### src/rtl/event_ts_scheduler.sv
// Shares one event timestamper between N_REQ requesters: ID pool + RR start
// arbitration, ownership-checked RR end arbitration, credit-managed result FIFO.

module event_ts_lane #(
  parameter int ID_W = 4,
  parameter int OW   = 1,
  parameter int LANE = 0
) (
  input  logic [(1<<ID_W)-1:0]         busy,
  input  logic [(1<<ID_W)-1:0][OW-1:0] owner,
  input  logic [ID_W-1:0]              tag,
  output logic                         good
);
  assign good = busy[tag] && (owner[tag] == OW'(LANE));
endmodule

module event_ts_scheduler #(
  parameter int N_REQ     = 2,
  parameter int ID_W      = 4,
  parameter int TS_W      = 64,
  parameter int OUT_DEPTH = 4
) (
  input  logic                    clk,
  input  logic                    rst_n,
  input  logic [N_REQ-1:0]        req_start_valid,
  output logic [N_REQ-1:0]        req_start_ready,
  output logic [ID_W-1:0]         req_start_tag,
  input  logic [N_REQ-1:0]        req_end_valid,
  input  logic [N_REQ*ID_W-1:0]   req_end_tag,
  output logic [N_REQ-1:0]        req_end_ready,
  output logic [N_REQ-1:0]        rsp_valid,
  input  logic [N_REQ-1:0]        rsp_ready,
  output logic [ID_W-1:0]         rsp_tag,
  output logic [TS_W-1:0]         rsp_ts,
  output logic                    err_bad_end,
  output logic                    err_stray_rsp,
  output logic                    ts_start_valid,
  input  logic                    ts_start_ready,
  output logic [ID_W-1:0]         ts_start_id,
  output logic                    ts_end_valid,
  input  logic                    ts_end_ready,
  output logic [ID_W-1:0]         ts_end_id,
  input  logic                    ts_out_valid,
  output logic                    ts_out_ready,
  input  logic [ID_W-1:0]         ts_out_id,
  input  logic [TS_W-1:0]         ts_out_ts
);
  localparam int NID = 1 << ID_W;
  localparam int OW  = (N_REQ > 1) ? $clog2(N_REQ) : 1;
  localparam int PW  = $clog2(OUT_DEPTH);

  typedef struct packed {
    logic [OW-1:0]   owner;
    logic [ID_W-1:0] id;
    logic [TS_W-1:0] ts;
  } rsp_ent_t;

  logic [NID-1:0]              busy;
  logic [NID-1:0][OW-1:0]      owner;
  logic [OW-1:0]               st_ptr, en_ptr;
  rsp_ent_t                    fifo_mem [OUT_DEPTH];
  logic [PW:0]                 wr_ptr, rd_ptr, fifo_count;
  logic [PW:0]                 inflight;

  // First valid bit at or after ptr, cyclic; MSB of result = any valid.
  function automatic logic [OW:0] rr_pick(input logic [N_REQ-1:0] v, input logic [OW-1:0] ptr);
    logic [OW:0] r;
    int idx;
    r = '0;
    for (int k = N_REQ-1; k >= 0; k--) begin
      idx = int'(ptr) + k;
      if (idx >= N_REQ) idx = idx - N_REQ;
      if (v[idx]) r = {1'b1, OW'(idx)};
    end
    return r;
  endfunction

  function automatic logic [OW-1:0] rr_next(input logic [OW-1:0] g);
    if (int'(g) == N_REQ-1) return '0;
    return g + 1'b1;
  endfunction

  function automatic logic [N_REQ-1:0] onehot(input logic [OW-1:0] g);
    logic [N_REQ-1:0] r;
    r = '0;
    r[g] = 1'b1;
    return r;
  endfunction

  // ---- start path
  logic [ID_W-1:0] free_id;
  logic            pool_empty;
  logic            st_any, st_fire;
  logic [OW-1:0]   st_g;

  always_comb begin
    free_id    = '0;
    pool_empty = 1'b1;
    for (int i = NID-1; i >= 0; i--) begin
      if (!busy[i]) begin
        free_id    = ID_W'(i);
        pool_empty = 1'b0;
      end
    end
  end

  assign {st_any, st_g}  = rr_pick(req_start_valid, st_ptr);
  assign ts_start_valid  = rst_n && st_any && !pool_empty;
  assign ts_start_id     = free_id;
  assign req_start_tag   = free_id;
  assign st_fire         = ts_start_valid && ts_start_ready;
  assign req_start_ready = st_fire ? onehot(st_g) : '0;

  // ---- end path
  logic [N_REQ-1:0][ID_W-1:0] end_tag;
  logic [N_REQ-1:0]           end_good;
  logic                       en_any, en_fire, en_bad;
  logic [OW-1:0]              en_g;

  assign end_tag = req_end_tag;

  for (genvar i = 0; i < N_REQ; i++) begin : g_lane
    event_ts_lane #(.ID_W(ID_W), .OW(OW), .LANE(i)) u_lane (
      .busy (busy),
      .owner(owner),
      .tag  (end_tag[i]),
      .good (end_good[i])
    );
  end

  assign {en_any, en_g} = rr_pick(req_end_valid, en_ptr);
  assign ts_end_valid   = rst_n && en_any && end_good[en_g];
  assign ts_end_id      = end_tag[en_g];
  assign en_fire        = ts_end_valid && ts_end_ready;
  // Bad tags are consumed locally so a misbehaving requester cannot stall the port.
  assign en_bad         = rst_n && en_any && !end_good[en_g];
  assign req_end_ready  = (en_fire || en_bad) ? onehot(en_g) : '0;

  // ---- credit and result FIFO
  logic     push, pop, stray, fifo_empty;
  rsp_ent_t head, push_ent;

  assign fifo_count   = wr_ptr - rd_ptr;
  assign fifo_empty   = (wr_ptr == rd_ptr);
  assign ts_out_ready = rst_n && (({1'b0, fifo_count} + {1'b0, inflight}) < (PW+2)'(OUT_DEPTH));
  assign push         = ts_out_valid && (inflight != '0);
  assign stray        = ts_out_valid && (inflight == '0);

  assign push_ent.owner = owner[ts_out_id];
  assign push_ent.id    = ts_out_id;
  assign push_ent.ts    = ts_out_ts;

  assign head      = fifo_mem[rd_ptr[PW-1:0]];
  assign rsp_valid = (rst_n && !fifo_empty) ? onehot(head.owner) : '0;
  assign rsp_tag   = head.id;
  assign rsp_ts    = head.ts;
  assign pop       = rst_n && !fifo_empty && rsp_ready[head.owner];

  always_ff @(posedge clk) begin
    if (push) fifo_mem[wr_ptr[PW-1:0]] <= push_ent;
  end

  always_ff @(posedge clk or negedge rst_n) begin
    if (!rst_n) begin
      busy          <= '0;
      owner         <= '0;
      st_ptr        <= '0;
      en_ptr        <= '0;
      wr_ptr        <= '0;
      rd_ptr        <= '0;
      inflight      <= '0;
      err_bad_end   <= 1'b0;
      err_stray_rsp <= 1'b0;
    end else begin
      if (push) busy[ts_out_id] <= 1'b0;
      if (st_fire) begin
        busy[free_id]  <= 1'b1;
        owner[free_id] <= st_g;
        st_ptr         <= rr_next(st_g);
      end
      if (en_fire || en_bad) en_ptr <= rr_next(en_g);
      case ({en_fire, push})
        2'b10:   inflight <= inflight + 1'b1;
        2'b01:   inflight <= inflight - 1'b1;
        default: inflight <= inflight;
      endcase
      if (push) wr_ptr <= wr_ptr + 1'b1;
      if (pop)  rd_ptr <= rd_ptr + 1'b1;
      err_bad_end   <= en_bad;
      err_stray_rsp <= stray;
    end
  end
endmodule

### config.mk
export PLATFORM = sky130hd
export DESIGN_NAME = event_ts_scheduler
export DESIGN_NICKNAME = d
export VERILOG_FILES = /design/src/rtl/event_ts_scheduler.sv
export SDC_FILE = /design/constraint.sdc
export NUM_CORES = 1
export LEC_CHECK = 0
export BUFFER_PORTS_ARGS = -buffer_cell sky130_fd_sc_hd__buf_2
export CAP_MARGIN = 10
export CORE_MARGIN = 5
export CORE_UTILIZATION = 53
export CTS_CLUSTER_SIZE = 8
export DETAILED_ROUTE_END_ITERATION = 10
export PLACE_DENSITY = 0.74
export SLEW_MARGIN = 20
export SYNTH_ARGS = -nofsm -noshare
export SYNTH_HDL_FRONTEND = slang
export SYNTH_SLANG_ARGS = --single-unit
### constraint.sdc
create_clock -name clk -period 10.05 [get_ports clk]
set_clock_uncertainty 0.15 [all_clocks]
set_input_delay 2.01 -clock clk [delete_from_list [all_inputs] [get_ports clk]]
set_output_delay 2.01 -clock clk [all_outputs]
set_load 0.005 [all_outputs]
# Yosys cells after proc, flatten, opt, wreduce, memory -nomap -nowiden
# Memories as Yosys holds them, arrays and structs flattened.
# Index checks and enable logic that the tools add are counted.
# totals
regBits	45
ramBits	276
inputBits	87
mem_count	1
# memory_table
name	words	word_bits	rd	rd_ports_with_merged_regs	write_ports	line_no	text
fifo_mem	4	69	1	0	1	61	rsp_ent_t fifo_mem [OUT_DEPTH];
# classes
addsub	14
n_lt_le_gt_ge	21
n_eq_ne	3
muxes	95
n_bitwise	4
reduce_logical	26
# op_table
cell	count
$lt 32x3->1 const B	4
$mux 32	4
$mux 4	18
$mux 1	52
$mux 16	2
$bmux 1 s4	5
$lt 4x5->1 const B	4
$logic_and 1x1->1	19
$and 16x16->16	1
$bwmux 16	1
$not 16->16	1
$or 16x16->16	1
$mux 2	7
$add 3x1->3 const B	3
$demux 1 s4	2
$ge 4x1->1 const B	2
$lt 1x2->1 const B	3
$pmux 3 s2	1
$sub 1x2->3 const B	2
$sub 2x2->3 const B	2
$add 1x1->2 const B	2
$add 3x3->4	1
$ge 1x2->1 const B	2
$ge 2x2->1 const B	2
15 further kinds	22

# Logic depth before layout (Yosys ltp)
# logic_depth
depth_word	22
depth_mapped	14
mapped_depth_nobuf	13

# Modules after synthesis
# From an unflattened synthesis, not the netlist that was laid out.
# unflattened
hier_cells	698
area_unflattened_um2	13081.3
# by_module_without_submodules
module	n_inst	cells_each	area_each_um2	seq_area_each_um2
event_ts_scheduler	1	623	12590.8	9414.0
event_ts_lane (g_lane[0].u_lane)	1	39	250.2	0.0
event_ts_lane (g_lane[1].u_lane)	1	36	240.2	0.0

# Worst setup path before layout
# OpenSTA, ideal clock, no wires.
# synth_timing
kind	input to output
startpoint	input req_end_tag[4]
endpoint	output req_end_ready[0]
t_arrival_ns	3.222
t_required_ns	7.890
setup_slack_ns	4.668
cell_stages	8
cell_sequence	buf_2 and3b_1 a311o_1 a211oi_1 a311oi_1 nand4_2 o21bai_2 a21oi_1
# synth_between
elab_chain_cells	9
word_cells_on_any_way	13
cone_classes	mux (7); reduce/logical (6)
# synth_lines
element	line_no	text
start: declaration	29	input logic [N_REQ*ID_W-1:0] req_end_tag,
$bmux 1 s4	14	assign good = busy[tag] && (owner[tag] == OW'(LANE));
$mux 1 (implied by the code)	14	
$logic_and 1x1->1 *	14	
$mux 1 (implied by the code) * (2 in series)	132, 136	
$logic_and 1x1->1 / $logic_not 1->1 (equally long branches)	132, 136	
$logic_and 1x1->1, on equally long branches	134, 136	
$logic_or 1x1->1 *	137	assign req_end_ready = (en_fire || en_bad) ? onehot(en_g) : '0;
$mux 2 *	137	
end: declaration	30	output logic [N_REQ-1:0] req_end_ready,
# Mark *: on every way between the ends. The rest lies on a longest branch, timed or not. The select of a mux whose other input is x is not followed.

# Final worst setup path
# layout_timing
startpoint	input rst_n
endpoint	output req_start_ready[1]
# layout_between
elab_chain_cells	4
# layout_lines
element	line_no	text
start: declaration	24	input logic rst_n,
$logic_and 1x1->1 (2 in series)	108	assign ts_start_valid = rst_n && st_any && !pool_empty;
$logic_and 1x1->1	111	assign st_fire = ts_start_valid && ts_start_ready;
$mux 2	112	assign req_start_ready = st_fire ? onehot(st_g) : '0;
end: declaration	26	output logic [N_REQ-1:0] req_start_ready,
# No other way between the ends.

==> impl_metrics.csv <==
group,metric,value,unit
synthesis,post-synth-top-area-cell,"edfxtp_1",
setup_path,slowest_stage,"buf_4",
setup_path,reg2reg_depth,13,
die,die_w,166.3,um
pwr,report.power.total,4.418,mW
min_path,min_to,"wr_ptr[2]",
detailed_routing,drc_errors,0,
synthesis,synthCells,682,
setup_path,cp-start-kind,"input port",
global_routing,grt_pass1_wl,42.84,mm
global_routing,grt_max_degree,71,
detailed_routing,wl_met2,13.09,mm
setup_path,reg2reg_to,"inflight[2]",
job,maxCapViolCount,0,
clock_network,postCtsHoldBufs,0,
sta,fin_crit_sh,57.07,%
synthesis,async_flop_share,14.02,%
setup_path,critPathMaxStageDelay,0.48,ns
setup_path,crit_family,"buffers and inverters",
place,dp_hpwl,16.58,mm
place,dp_slack,4.311,ns
clock_network,post_cts_buffers,0,
clock_network,numCtsBuffers,46,
sta,fmaxAchievable,174.4,MHz
die,io_pins,178,
detailed_routing,vias,7204,
sta,fin_ws,4.315,ns
global_routing,track_usage,19.54,%
sta,setup_viol,0,
synthesis,ys_top_cells_by_area,"edfxtp_1, mux4_2, dfrtp_1",
synthesis,synth_top_flop_cell,"edfxtp_1",
finish,fin_cells,1225,
detailed_routing,ant_nets,0,
clock_network,clock_latency,0.53,ns
detailed_routing,met3WireLength,2.054,mm
place,globalplace.congestion,0.9289,
min_path,min_from,"wr_ptr[2]",
setup_path,endpoint_kind,"output pin",
die,die_y,166.3,um
die,num_rows,57,
setup_path,reg2reg_from,"busy[1]",
synthesis,ys_warn_count,0,
clock_network,cts.sinks,321,
sta,min_period,5.735,ns
place,place_area,14160,um2
sta,rsz0062_at_grt,"no",
finish,fillCellCount,1669,
finish,stdcell_area,15440,um2
finish,nets,981,
synthesis,synth-seq-cells,321,
clock_network,cts_tree,"built",
sta,hold_viol,0,
die,core_area,24180,um2
setup_path,crit_path_frequent_cell,"buf_2",
synthesis,syn-cell-area,12950,um2
pwr,powerDensity,286.2,nW/um2
sta,finalSetupTns,0,ns
clock_network,clockBufferDepth,3,
detailed_routing,drt-met1-wl,11.24,mm
detailed_routing,via_per_inst,5.881,
outcome,outcome,"completed",
finish,drive_gt1_share,37.49,%
setup_path,critical_path_class,"in -> out",
pwr,p_leak,5.622,nW
min_path,hold_depth,1,
place,portBuffers,177,
die,fp.dieArea,27660,um2
detailed_routing,routed.top_layer,"met5",
synthesis,synth_top_area_share,64.01,%
sta,tightest_slew,1.083,ns
finish,utilization,63.85,%
setup_path,worstPathCellList,"buf_2 -> buf_4 -> o21a_1 -> and2_1 -> nand2_1 -> nor2_1 -> buf_2",
global_routing,grt-ovfl-total,0,
global_routing,antenna_found_initial,2,
setup_path,cp.arrival,3.58,ns
synthesis,synth_edf_count,276,
clock_network,h-tree-depth,2,
min_path,holdCritPathClass,"reg -> reg",
detailed_routing,initialDrtViolationCount,697,
die,initial_core_util,53.55,%
sta,hold_ws,0.3353,ns
sta,final-max-slew-violation-count,0,
setup_path,worstPathRequired,7.89,ns
synthesis,avgSynthCellArea,18.98,um2
clock_network,cts_resized,0,
clock_network,cts-root-buf,"clkbuf_16",
setup_path,r2r_slack,7.10,ns
synthesis,synth_common_cells,"edfxtp_1, mux4_2, dfrtp_1",
detailed_routing,wire_per_inst,22.14,um
synthesis,seq_area_frac_synth,72.71,%
setup_path,crit_buf_inv,3,
finish,area_growth,19.23,%
detailed_routing,firstDrtPassIters,5,
global_routing,grt_pass1_vias,7570,
sta,maxSlewHeadroom,27.80,%
synthesis,synth_most_common_cell,"edfxtp_1",
synthesis,synth_fp_nets,781,
clock_network,clk_pin_slew,0.05,ns
place,placed_cells_incl_taps,1158,
setup_path,crit_fanout,49,
pwr,ir_drop,0.0001807,V
synthesis,synthDistinctLibCells,58,
detailed_routing,wl,27.12,mm
[worst register-to-register path, stage by stage, from the launching register on]
cell and delay, ns:
dfrtp_1 0.62, nand2_1 0.08, mux4_2 0.46, a21oi_1 0.18, o311a_1 0.19, nand4_2 0.11, nor2_1 0.16, nand2_1 0.08
ha_1 0.20, inv_1 0.07, fa_1 0.17, xor2_1 0.14, nor2_1 0.06, xor2_1 0.13
[state kept, by name (all words and copies together), names as in the netlist]
name / flops
busy: 16
en_ptr: 1
err_bad_end: 1
err_stray_rsp: 1
fifo_mem: 276
inflight: 3
owner: 16
rd_ptr: 3
st_ptr: 1
wr_ptr: 3
[cells by family after synthesis]
logic type / after synthesis / synth area share [%]
AOI/OAI and AO/OA: 82 / 4.136
xor gates and xnor gates: 9 / 0.6088
adders and majority gates: 12 / 1.276
buffers and inverters: 49 / 1.623
DFF: 321 / 72.71
muxes: 92 / 14.51
and+or+nand+nor: 117 / 5.132
[layout by cell type (no fill, tap or decap), types with 7 or more instances in the layout]
cell / count
mux2_2: 11
mux4_2: 75
edfxtp_1: 276
ha_1: 10
o31ai_1: 9
nand4_1: 7
o21ai_0: 35
buf_2: 177
nand2_1: 38
inv_1: 17
clkbuf_1: 15
nand3_1: 10
clkbuf_16: 47
buf_4: 7
dfrtp_1: 43
nor2_1: 12
[layout make-up]
cell class                 instances  area (um2)  area share (%)
antenna                            2       5.005         0.03242
clock buffer                      62        1232           7.983
clock inverter                     3       37.54          0.2432
inverter                          17       63.81          0.4134
multi-input combinational        312        3333           21.59
sequential                       321        9422           61.03
tap                              324       405.4           2.626
timing repair buffer             184       938.4           6.079
[power by group]
group	internal (mW)	switching (mW)
sequential	1.76	0.153
clock	0.842	0.503
combinational	0.560	0.604
total	3.16	1.26
[layer usage]
metal / vias up / track usage, %
li1: 3179 / -
met1: 3648 / 27.48
met5: - / 0
met3: 62 / 4.404
met2: 313 / 30.98
met4: 2 / 6.297
[how the worst max path moves through the flow]
stage	startpoint	to	slack, ns	cells past startpoint
floorplan	req_end_tag[4]	req_end_ready[0]	4.67	8
global placement	rst_n	req_start_ready[1]	4.35	7
detailed placement	rst_n	req_start_ready[1]	4.31	7
CTS	rst_n	req_start_ready[1]	4.31	7
global route	rst_n	req_start_ready[1]	4.09	7
finish	rst_n	req_start_ready[1]	4.31	7
Note: power is estimated with default switching activity, not from simulation.
